[src/rtl/fastdac_rng_wr_arbiter.sv]
// Single write-port owner for the DAC1 RNG DPRAM: serialises host register writes and an
// AXI-stream RNG feed (WORDS words per beat) into a circular address ring.
module fastdac_rng_wr_arbiter #(
  parameter int unsigned ADDR_W = 12,
  parameter int unsigned DATA_W = 32,
  parameter int unsigned WORDS  = 4
) (
  input  logic                    tx_core_clk,
  input  logic                    tx_core_reset,
  input  logic                    host_wen_i,
  input  logic [ADDR_W-1:0]       host_addr_i,
  input  logic [DATA_W-1:0]       host_din_i,
  output logic                    host_busy_o,
  output logic                    host_drop_o,
  input  logic                    stream_en_i,
  input  logic                    ptr_rst_i,
  input  logic [ADDR_W-1:0]       max_addr_i,
  input  logic [WORDS*DATA_W-1:0] s_axis_tdata,
  input  logic                    s_axis_tvalid,
  output logic                    s_axis_tready,
  output logic                    fastdac_rng_wen_int,
  output logic [ADDR_W-1:0]       fastdac_rng_addr_int,
  output logic [DATA_W-1:0]       fastdac_rng_din_int,
  output logic                    wrap_o,
  output logic [31:0]             words_written_o
);

  localparam int unsigned CntW = (WORDS > 1) ? $clog2(WORDS) : 1;

  typedef enum logic [1:0] {StIdle, StUnpack, StHost} state_e;

  state_e            state;
  logic [CntW-1:0]   cnt;
  logic [DATA_W-1:0] beat_words [WORDS];
  logic              hold_valid;
  logic [ADDR_W-1:0] hold_addr;
  logic [DATA_W-1:0] hold_din;
  logic              drop;
  logic [ADDR_W-1:0] wr_ptr;

  logic              last_word;
  logic              accept;
  logic              host_issue;
  logic              stream_issue;
  logic              ptr_at_end;
  logic [CntW-1:0]   nxt_idx;
  logic [DATA_W-1:0] stream_word;

  // cnt is the index of the word currently on the write port, so the next word is cnt+1.
  assign last_word    = (state == StUnpack) && (cnt == CntW'(WORDS - 1));
  assign s_axis_tready = ~tx_core_reset & stream_en_i & ~hold_valid &
                         ((state == StIdle) | last_word);
  assign accept       = s_axis_tvalid & s_axis_tready;
  assign host_issue   = hold_valid & ((state == StIdle) | last_word);
  assign stream_issue = accept | ((state == StUnpack) & ~last_word);
  assign nxt_idx      = cnt + 1'b1;
  assign stream_word  = accept ? s_axis_tdata[DATA_W-1:0] : beat_words[nxt_idx];
  // All-ones also wraps so a ring shrunk below the live pointer still comes back to 0.
  assign ptr_at_end   = (wr_ptr == max_addr_i) || (&wr_ptr);

  assign host_busy_o  = hold_valid;
  assign host_drop_o  = drop;

  always_ff @(posedge tx_core_clk) begin
    if (tx_core_reset) begin
      state                <= StIdle;
      cnt                  <= '0;
      hold_valid           <= 1'b0;
      hold_addr            <= '0;
      hold_din             <= '0;
      drop                 <= 1'b0;
      wr_ptr               <= '0;
      fastdac_rng_wen_int  <= 1'b0;
      fastdac_rng_addr_int <= '0;
      fastdac_rng_din_int  <= '0;
      wrap_o               <= 1'b0;
      words_written_o      <= '0;
    end else begin
      fastdac_rng_wen_int <= 1'b0;
      wrap_o              <= 1'b0;

      if (host_issue) begin
        fastdac_rng_wen_int  <= 1'b1;
        fastdac_rng_addr_int <= hold_addr;
        fastdac_rng_din_int  <= hold_din;
      end else if (stream_issue) begin
        fastdac_rng_wen_int  <= 1'b1;
        fastdac_rng_addr_int <= wr_ptr;
        fastdac_rng_din_int  <= stream_word;
        wrap_o               <= ptr_at_end & ~ptr_rst_i;
        words_written_o      <= words_written_o + 32'd1;
      end

      if (ptr_rst_i) begin
        wr_ptr <= '0;
      end else if (stream_issue) begin
        wr_ptr <= ptr_at_end ? '0 : wr_ptr + 1'b1;
      end

      // A strobe in the same cycle the held word issues refills the register.
      if (host_wen_i && (!hold_valid || host_issue)) begin
        hold_valid <= 1'b1;
        hold_addr  <= host_addr_i;
        hold_din   <= host_din_i;
      end else if (host_issue) begin
        hold_valid <= 1'b0;
      end
      if (host_wen_i && hold_valid && !host_issue) begin
        drop <= 1'b1;
      end

      if (accept) begin
        for (int k = 0; k < WORDS; k++) begin
          beat_words[k] <= s_axis_tdata[k*DATA_W +: DATA_W];
        end
      end

      unique case (state)
        StIdle: begin
          if (host_issue) begin
            state <= StHost;
          end else if (accept) begin
            state <= StUnpack;
            cnt   <= '0;
          end
        end
        StUnpack: begin
          if (last_word) begin
            if (host_issue) begin
              state <= StHost;
            end else if (accept) begin
              cnt <= '0;
            end else begin
              state <= StIdle;
            end
          end else begin
            cnt <= cnt + 1'b1;
          end
        end
        StHost:  state <= StIdle;
        default: state <= StIdle;
      endcase
    end
  end

endmodule

[config.mk]
export PLATFORM = sky130hd
export DESIGN_NAME = fastdac_rng_wr_arbiter
export DESIGN_NICKNAME = d
export VERILOG_FILES = /design/src/rtl/fastdac_rng_wr_arbiter.sv
export SDC_FILE = /design/constraint.sdc
export NUM_CORES = 1
export LEC_CHECK = 0
export CAP_MARGIN = 40
export CORE_AREA = 2 2 128 180
export DETAILED_ROUTE_END_ITERATION = 10
export DIE_AREA = 0 0 130 182
export MAX_ROUTING_LAYER = met4
export PLACE_DENSITY_LB_ADDON = 0.1
export SETUP_SLACK_MARGIN = 0.3
export SLEW_MARGIN = 5
export SYNTH_ARGS = -nofsm -noshare
export SYNTH_HDL_FRONTEND = slang
export SYNTH_SLANG_ARGS = --single-unit
[constraint.sdc]
create_clock -name tx_core_clk -period 3.5 [get_ports tx_core_clk]
set_input_delay 0.7 -clock tx_core_clk [delete_from_list [all_inputs] [get_ports tx_core_clk]]
set_output_delay 0.7 -clock tx_core_clk [all_outputs]
set_load 0.1 [all_outputs]
==> results of run 1 <==
-- cells in the mapped netlist (all sizes together) (6+ instances only) --
cell type  count  share of area (%)
buf           16               0.85
a211oi        27                1.9
nand4         13               0.91
xnor2         11               0.91
nor2         105                3.7
xor2          34                2.8
clkbuf        44                1.6
nand3         15               0.71
a22oi         32                2.3
nand2        110                3.9
a222oi        11                1.0
a21oi         66                3.2
or3            7               0.41
nor3           8               0.38
mux4          32                6.8
and4           6               0.50
o21ai         35                1.7
dfxtp        140                 26
and3           6               0.35
edfxtp       128                 36
-- sequential cells by signal (all words and copies together) (netlist names) --
register and count:
hold_din 32, fastdac_rng_din_int 32, beat_words 128, host_busy_o 1, host_drop_o 1, wrap_o 1, fastdac_rng_addr_int 12, state 2
hold_addr 12, fastdac_rng_wen_int 1, cnt 2, wr_ptr 12, words_written_o 32
-- kinds of logic after synthesis --
group	synth area share [%]
simple gates	12.5
flops	62.7
compound gates	11.3
buf+inv	2.59
xor+xnor	3.72
mux	6.80
fa+ha+maj	0.354
-- critical path: cells and delay by family (launching register included) --
kind	cells	cell delay, ns
fa+ha+maj	1	0.18
buf+inv	1	0.22
simple gates	3	0.92
flops	1	0.34
-- routing by layer --
layer / part of all wire [%] / up-vias
met5: 0 / -
met4: 1.8 / 0
met3: 6.7 / 38
met2: 53 / 306
met1: 38 / 4002
li1: - / 3894
-- cell type report --
class,instances,area [um^2],share of cell area (%)
timing repair buffer,351,3970,25.6
clock inverter,7,58.8,0.379
inverter,5,18.8,0.121
sequential,268,6650,42.8
clock buffer,40,736,4.74
multi-input combinational,554,3720,24.0
tap,301,377,2.43
-- power by group --
| group | leakage (nW) | internal [mW] | switching, mW |
|---|---|---|---|
| Clock | 0.392 | 1.52 | 1.13 |
| Combinational | 2.83 | 0.552 | 0.727 |
| Sequential | 2.31 | 3.41 | 0.0565 |
| Total | 5.53 | 5.48 | 1.91 |
-- stage by stage --
| step | cells | util (%) | instance area, um^2 | total power [mW] |
|---|---|---|---|---|
| after detailed placement | 1479 | 66.4 | 14700 | 4.81 |
| after global routing | 1526 | 69.9 | 15500 | 7.67 |
| after floorplan | 887 | - | 10600 | 4.19 |
| after global placement | 1417 | 61.2 | 13600 | 4.62 |
| final | 1526 | 69.9 | 15500 | 7.39 |
| after CTS | 1526 | 69.9 | 15500 | 7.47 |
-- how the worst max path moves through the flow --
stage                                   startpoint  depth (start not counted)                                  end  slack, ns
after detailed placement               stream_en_i                          6  fastdac_rng_din_int[3]$_SDFFE_PP0P_       0.61
final                          cnt[1]$_SDFFE_PP0P_                          5                        s_axis_tready       0.62
after floorplan           host_busy_o$_SDFFE_PP0P_                          3                        s_axis_tready       0.42
after global placement                 stream_en_i                          6     words_written_o[26]$_SDFFE_PP0P_       0.69
after CTS                      cnt[1]$_SDFFE_PP0P_                          5                        s_axis_tready       0.62
after global routing           cnt[1]$_SDFFE_PP0P_                          5                        s_axis_tready       0.53
==> reports/metrics.yaml, run 1 <==
outcome:
  outcome: "completed"
clocking:
  cts-buffers-inserted: 26
  max-clock-path-buffers: 3
  cts_root_buf: "clkbuf_16"
  ctsResizeCount: 0
  clkTransAtPathRegs_ns: 0.06
  total_of_hold_buffers_inserted_after_clock_tree_synthesis: 0
  clk-insertion-delay-late_ns: 0.52
  htreeDepth: 1
  clkSinkCount: 268
  tritoncts: "yes"
  postCtsSetupRepairBufs: 0
floorplanning:
  floorplan.die.height_um: 182
  fp.coreArea_um2: 22200
  floorplan.die.width_um: 130
  row_count: 65
  die_area_um2: 23700
  start_util_pct: 47.7
  num_io_pins: 271
cells_and_area:
  nNetsFinal: 1399
  leading_cell_type_in_the_layout_fill_and_taps_excluded: "clkdlybuf4s50_1"
  synthToLayoutAreaGrowth_pct: 46.5
  diodes: 0
  commonest_non_fill_non_tap_cells_in_the_layout: "clkdlybuf4s50_1, dfxtp_1, edfxtp_1, nand2_1, nor2_1"
  drive_above_1_share_pct: 15.1
  fillCellCount: 1587
sta:
  final-max-slew-violation-count: 0
  final.hold.worst_slack_ns: 0.451
  finalHoldViolations: 0
  setup_tns_final_ns: 0
  rsz0062_at_grt: "false"
  fin_crit_sh_pct: 82.3
  achievable-frequency_mhz: 347
  finalWorstPathRequiredPeriod_ns: 2.88
  setup_viol: 0
  fin_ws_ns: 0.621
  worst-slew-pin-transition_ns: 0.812
  clock_skew_ns: 0.00906
  slew_headroom_pct: 45.7
placement:
  dpl_worst_slack_ns: 0.608
  routabilityCongestion: 0.809
  io_buffer_count: 270
  hpwl_um: 19600
worst_setup_path:
  crit-reg2reg-capture: "fastdac_rng_din_int[4]$_SDFFE_PP0P_"
  crit_path_dat_ns: 2.18
  crit_path_start_kind: "flip-flop"
  critical-path-slowest-cell: "nor4b_4"
  rr_worst_depth: 8
  cpPeakStageDelay_ns: 0.36
  worstPathCellList: "ha_2 -> nand2b_1 -> nand2_1 -> nor4b_4 -> buf_12"
  setup.reg_to_reg.worst_slack_ns: 0.94
  critical_path.endpoint_type: "output port"
  timing.setup.critical_path_class: "flip-flop to output port"
  critical_path.reg2reg.startpoint: "cnt[1]$_SDFFE_PP0P_"
  worstPathRequired_ns: 2.80
  worst-path-max-fanout: 6
synth:
  synth.ff_latch_count: 268
  seq_total_area_yosys_pct: 62.7
  postSynthCellCount: 887
  synth_area_um2: 10600
  synth_cell_types: 50
  ys.warnings.count: 0
  syn_area_per_cell_um2: 11.9
  ys_dominant_reg_cell: "dfxtp_1"
  synth_edf_count: 128
  synth_async_reset_ratio_pct: 0
  postSynthNetCount: 1080
detailed_routing:
  routedWlPerCell_um: 18.5
  drt-initial-drc-count: 590
  vias_per_cell: 5.40
  drt_drc_violations_left: 0
  drtAntennaViolNets: 0
  via_count: 8240
  first_pass_iters: 6
  finalWirelength_um: 28300
flow_run:
  cap_viol_max_count: 0
hold_path:
  min_path_type: "flip-flop to flip-flop"
  worst_hold_path.endpoint: "hold_din[16]$_SDFFE_PP0P_"
  launch_instance_of_the_worst_min_delay_path: "hold_din[16]$_SDFFE_PP0P_"
  hold_depth: 2
grt:
  global_route.peak_usage_layer: "met2"
  grt_util_met1_pct: 28.5
  grt_pass1_wl_um: 43800
  grt_use_met2_pct: 43.4
  first_global_vias: 8404
  grt_max_degree: 102
  grt_antenna_before_repair: 0
  globalRouteOverflowTotal: 0
  grtUsageTotal_pct: 24.5
  globalRouteMet3Util_pct: 4.77
power_and_ir_drop:
  power.density_cell_area_nw_per_um2: 476
  vdd_drop_max_uv: 410
  leakage_power_total_nw: 5.53
Power figures use the tool's default switching activity.
==> run 2, diff against run 1 <==
clock period = 2.7 ns   (was 3.5 ns; I/O delays follow)
==> run 2 against run 1 <==
  * Setup slack worse by 0.25 ns
  * Critical path depth stayed put
  * Register-to-register slack lost 0.39 ns
  * Critical endpoint unchanged
  * Clock power is 37% higher
  * Clock skew up 0.0087 ns
  * Critical path type unchanged
==> reports/metrics.yaml, run 2 (synthesized netlist as in run 1, its figures left out) <==
outcome:
  outcome: "completed"
clocking:
  tritoncts: "yes"
  max-clock-path-buffers: 3
  cts-buffers-inserted: 27
  cts_root_buf: "clkbuf_16"
  clk-insertion-delay-late_ns: 0.53
  htreeDepth: 1
  clkSinkCount: 268
  total_of_hold_buffers_inserted_after_clock_tree_synthesis: 0
  clkTransAtPathRegs_ns: 0.06
detailed_routing:
  finalWirelength_um: 27500
  vias_per_cell: 5.39
  via_count: 7980
  routedWlPerCell_um: 18.6
  drtAntennaViolNets: 0
  drt_drc_violations_left: 0
  first_pass_iters: 6
  drt-initial-drc-count: 534
cells_and_area:
  diodes: 0
  finalInstanceArea_um2: 14500
  commonest_non_fill_non_tap_cells_in_the_layout: "clkdlybuf4s50_1, dfxtp_1, edfxtp_1, nand2_1"
  synthToLayoutAreaGrowth_pct: 37.1
  leading_cell_type_in_the_layout_fill_and_taps_excluded: "clkdlybuf4s50_1"
  nNetsFinal: 1351
  largest_register_by_flop_count: "beat_words"
  drive_above_1_share_pct: 17.8
  flip_flop_count_of_the_largest_register_after_layout: 128
hold_path:
  min_path_type: "primary input to flip-flop"
  launch_instance_of_the_worst_min_delay_path: "tx_core_reset"
floorplanning:
  row_count: 65
  start_util_pct: 47.7
  num_io_pins: 271
  fp.coreArea_um2: 22200
  die_area_um2: 23700
  floorplan.die.width_um: 130
  floorplan.die.height_um: 182
sta:
  final-max-slew-violation-count: 0
  achievable-frequency_mhz: 429
  clock_skew_ns: 0.0177
  rsz0062_at_grt: "false"
  finalWorstPathRequiredPeriod_ns: 2.33
  finalHoldViolations: 0
  setup_viol: 0
  fin_crit_sh_pct: 86.4
  setup_tns_final_ns: 0
  worst-slew-pin-transition_ns: 0.566
  slew_headroom_pct: 61.8
  final.hold.worst_slack_ns: 0.318
placement:
  placed_standard_cell_area_um2: 13600
  routabilityCongestion: 0.862
  io_buffer_count: 270
  hpwl_um: 18800
worst_setup_path:
  worstPathRequired_ns: 2.16
  crit_path_dat_ns: 1.79
  critical_path.reg2reg.startpoint: "state[1]$_SDFFE_PP0P_"
  critical_path.endpoint_type: "output port"
  timing.setup.critical_path_class: "flip-flop to output port"
  critical_path_source: "cnt[0]$_SDFFE_PP0P_"
  crit_path_start_kind: "flip-flop"
  worst-path-max-fanout: 2
grt:
  globalRouteOverflowTotal: 0
  grt_antenna_before_repair: 0
  grt_pass1_wl_um: 42500
  first_global_vias: 8126
  grtUsageTotal_pct: 23.7
  grt_max_degree: 64
power_and_ir_drop:
  leakage_power_total_nw: 5.26
  vdd_drop_max_uv: 572
  post-layout-total-power_mw: 9.56
  power.density_cell_area_nw_per_um2: 658
flow_run:
  cap_viol_max_count: 0
-- run 2: cell types whose count changed in the layout (fill, tap and decap cells not counted), moves of 2 or more --
cell	before	now
buf_8	44	0
clkbuf_16	27	29
clkbuf_8	1	4
buf_16	18	0
clkinv_2	5	9
clkdlybuf4s50_1	248	188
buf_12	2	10
buf_4	39	104
clkbuf_1	11	4
-- run 2: repair_timing --
action / CTS / global route
hold endpoints to repair: 0 / 0
gates resized for setup: 1 / 0
buffers inserted: 2 / 0
endpoints found under the setup margin: 1 / 1
pin swaps: 2 / 1
-- run 2: cell type report --
class	instances	area, um^2
Clock inverter	11	62.6
Sequential cell	268	6650
Fill cell	1736	7680
Tap cell	301	377
Timing Repair Buffer	302	2860
Multi-Input combinational cell	554	3740
Clock buffer	39	808
Inverter	5	18.8
-- run 2: critical path, stage by stage, from the launching register on --
cell and delay [ns]:
dfxtp_2 0.36, ha_2 0.18, nand2b_4 0.15, nand2_8 0.06
nor4b_4 0.30, buf_12 0.21
-- run 2: where the power goes --
| group | total [mW] | switching (mW) | leakage, nW | internal (mW) |
|---|---|---|---|---|
| combinational | 1.44 | 0.899 | 2.51 | 0.545 |
| clock | 3.62 | 1.54 | 0.443 | 2.08 |
| sequential | 4.49 | 0.0784 | 2.31 | 4.42 |
| total | 9.56 | 2.52 | 5.26 | 7.05 |
-- run 2: metrics by stage --
step | instances | worst slack [ns] | utilization, %
2_1_floorplan | 887 | 0.200 | -
3_3_place_gp | 1427 | 0.224 | 61.3
3_5_place_dp | 1428 | 0.181 | 61.4
4_1_cts | 1480 | 0.320 | 65.4
5_1_grt | 1480 | 0.305 | 65.4
6_report | 1480 | 0.367 | 65.4
-- run 2: routing by layer --
layer / global-route usage, % / share of wire (%) / wire length (um) / vias to the layer above
li1: - / - / - / 3798
met1: 27.4 / 39 / 10600 / 3831
met2: 40.8 / 52 / 14200 / 311
met3: 5.72 / 7.4 / 2040 / 40
met4: 7.10 / 2.2 / 612 / 0
met5: - / 0 / 0 / -
-- run 2: worst paths after layout --
check	slack [ns]	depth (start not counted)	end
worst max-delay path	0.37	5	s_axis_tready
worst min-delay path	0.32	2	host_busy_o$_SDFFE_PP0P_
worst max register to register	0.55	7	fastdac_rng_din_int[30]$_SDFFE_PP0P_
worst min register to register	0.45	2	hold_din[14]$_SDFFE_PP0P_
==> run 3, diff against run 2 <==
CAP_MARGIN = 20   (was 40)
CORE_AREA = 5 5 131 183   (was 2 2 128 180)
DIE_AREA = 0 0 136 188   (was 0 0 130 182)
SETUP_SLACK_MARGIN = 0.02   (was 0.3)
==> run 3 against run 2 <==
  * Worst hold slack improved by 0.13 ns
  * Sequential cell count is the same
  * Highest routed layer unchanged
  * Global-route usage fell by 1.6 points
  * Largest cell class unchanged
  * Setup slack worse by 0.25 ns
  * Final cell count rose by 0.41%
  * Routed wire length increased by 1.8%
  * Sequential power barely moved
  * Critical path type unchanged
==> reports/metrics.yaml, run 3 (synthesized netlist as in run 1, its figures left out) <==
detailed_routing:
  finalWirelength_um: 28000
  via_count: 7950
  drtAntennaViolNets: 0
  first_pass_iters: 5
  routedWlPerCell_um: 18.8
  drt-initial-drc-count: 469
  vias_per_cell: 5.35
  drt_drc_violations_left: 0
power_and_ir_drop:
  leakage_power_total_nw: 5.30
  post-layout-total-power_mw: 9.82
  power.density_cell_area_nw_per_um2: 672
  vdd_drop_max_uv: 642
sta:
  final-max-slew-violation-count: 0
  finalHoldViolations: 0
  slew_headroom_pct: 51.4
  clock_skew_ns: 0.0107
  fin_crit_sh_pct: 95.6
  achievable-frequency_mhz: 387
  finalWorstPathRequiredPeriod_ns: 2.58
  final.hold.worst_slack_ns: 0.451
  setup_viol: 0
  worst-slew-pin-transition_ns: 0.729
  rsz0062_at_grt: "false"
worst_setup_path:
  worst-path-max-fanout: 10
  rr_worst_depth: 6
  critical_path_source: "state[1]$_SDFFE_PP0P_"
  crit_path_dat_ns: 2.04
  critical_path.endpoint_type: "output port"
  timing.setup.critical_path_class: "flip-flop to output port"
  worstPathRequired_ns: 2.16
  crit-reg2reg-capture: "hold_addr[9]$_SDFFE_PP0P_"
  crit_path_start_kind: "flip-flop"
  setup.reg_to_reg.worst_slack_ns: 0.51
  critical_path.reg2reg.startpoint: "state[1]$_SDFFE_PP0P_"
  worstSetupEndpoint: "s_axis_tready"
  critical-path-slowest-cell: "dfxtp_1"
  worstPathCellList: "clkinv_1 -> nand2_2 -> nor4b_4 -> buf_12"
  timing.critical_path.max_delay_family: "buffers and inverters"
  timing.critical_path.depth: 4
  worst-path-buf-inv: 2
  cpPeakStageDelay_ns: 0.48
clocking:
  cts_root_buf: "clkbuf_16"
  clkSinkCount: 268
  postCtsSetupRepairBufs: 0
  max-clock-path-buffers: 3
  htreeDepth: 1
  tritoncts: "yes"
  total_of_hold_buffers_inserted_after_clock_tree_synthesis: 0
  cts-buffers-inserted: 26
  clk-insertion-delay-late_ns: 0.52
  clkTransAtPathRegs_ns: 0.06
grt:
  grt_antenna_before_repair: 3
  grt_util_met1_pct: 24.8
  globalRouteMet3Util_pct: 6.07
  grt_use_met2_pct: 38.6
  grt_pass1_wl_um: 43300
  grtUsageTotal_pct: 22.2
  grt_max_degree: 58
  globalRouteOverflowTotal: 0
  global_route.peak_usage_layer: "met2"
  first_global_vias: 8229
cells_and_area:
  nNetsFinal: 1355
  flip_flop_count_of_the_largest_register_after_layout: 128
  commonest_non_fill_non_tap_cells_in_the_layout: "clkdlybuf4s50_1, dfxtp_1, edfxtp_1, buf_4, nand2_1"
  fillCellCount: 1755
  synthToLayoutAreaGrowth_pct: 37.8
  drive_above_1_share_pct: 17.8
  largest_register_by_flop_count: "beat_words"
  leading_cell_type_in_the_layout_fill_and_taps_excluded: "clkdlybuf4s50_1"
placement:
  hpwl_um: 19600
  routabilityCongestion: 0.829
  io_buffer_count: 270
flow_run:
  cap_viol_max_count: 0
floorplanning:
  start_util_pct: 47.7
  floorplan.die.height_um: 188
  fp.coreArea_um2: 22200
  row_count: 65
  floorplan.die.width_um: 136
  die_area_um2: 25600
  num_io_pins: 271
hold_path:
  min_path_type: "flip-flop to flip-flop"
  launch_instance_of_the_worst_min_delay_path: "hold_din[18]$_SDFFE_PP0P_"
outcome:
  outcome: "completed"
-- run 3: worst min path at each step --
stage / end / slack, ns / depth (start not counted)
finish: hold_din[18]$_SDFFE_PP0P_ / 0.45 / 2
global route: hold_addr[2]$_SDFFE_PP0P_ / 0.48 / 2
CTS: hold_din[12]$_SDFFE_PP0P_ / 0.45 / 2
detailed placement: hold_din[12]$_SDFFE_PP0P_ / 0.44 / 2
global placement: hold_din[21]$_SDFFE_PP0P_ / 0.44 / 2
floorplan: hold_din[12]$_SDFFE_PP0P_ / 0.43 / 2
-- run 3: final cells by class --
class | instances | area, um^2 | area share [%]
Multi-Input combinational cell | 554 | 3720 | 25.5
Antenna cell | 3 | 7.51 | 0.0514
Inverter | 5 | 18.8 | 0.129
Clock buffer | 36 | 802 | 5.49
Tap cell | 301 | 377 | 2.58
Clock inverter | 12 | 140 | 0.960
Sequential cell | 268 | 6650 | 45.5
Timing Repair Buffer | 307 | 2890 | 19.8
-- run 3: timing repair --
| action | in CTS | in global routing |
|---|---|---|
| resized for setup | 1 | 0 |
| setup endpoints to repair | 1 | 0 |
| hold endpoints to repair | 0 | 0 |
-- run 3: report_power, final --
part           total, mW  switching (mW)  internal [mW]
registers           4.49          0.0732           4.42
logic               1.45           0.903          0.544
clock network       3.88            1.51           2.37
total               9.82            2.49           7.33
-- run 3: stage by stage --
stage | instances | setup WS (ns) | util [%] | cell area (um^2) | TNS (ns)
after detailed placement | 1435 | 0.176 | 61.5 | 13700 | 0
final | 1486 | 0.118 | 65.8 | 14600 | 0
after CTS | 1483 | 0.111 | 65.7 | 14600 | 0
after global placement | 1435 | 0.227 | 61.5 | 13700 | 0
after global routing | 1486 | 0.0316 | 65.8 | 14600 | 0
after floorplan | 887 | -0.159 | - | 10600 | -0.159
-- run 3: tightest hold or removal path: stages, from the launching register on --
cell	delay, ns
dfxtp_1	0.30
nand2_1	0.05
a21oi_1	0.05
-- run 3: per-layer routing --
layer | part of all wire (%) | wire, um | vias to the layer above
met1 | 37 | 10400 | 3803
li1 | - | - | 3816
met5 | 0 | 0 | -
met4 | 1.9 | 530 | 0
met3 | 9.0 | 2510 | 32
met2 | 52 | 14600 | 299
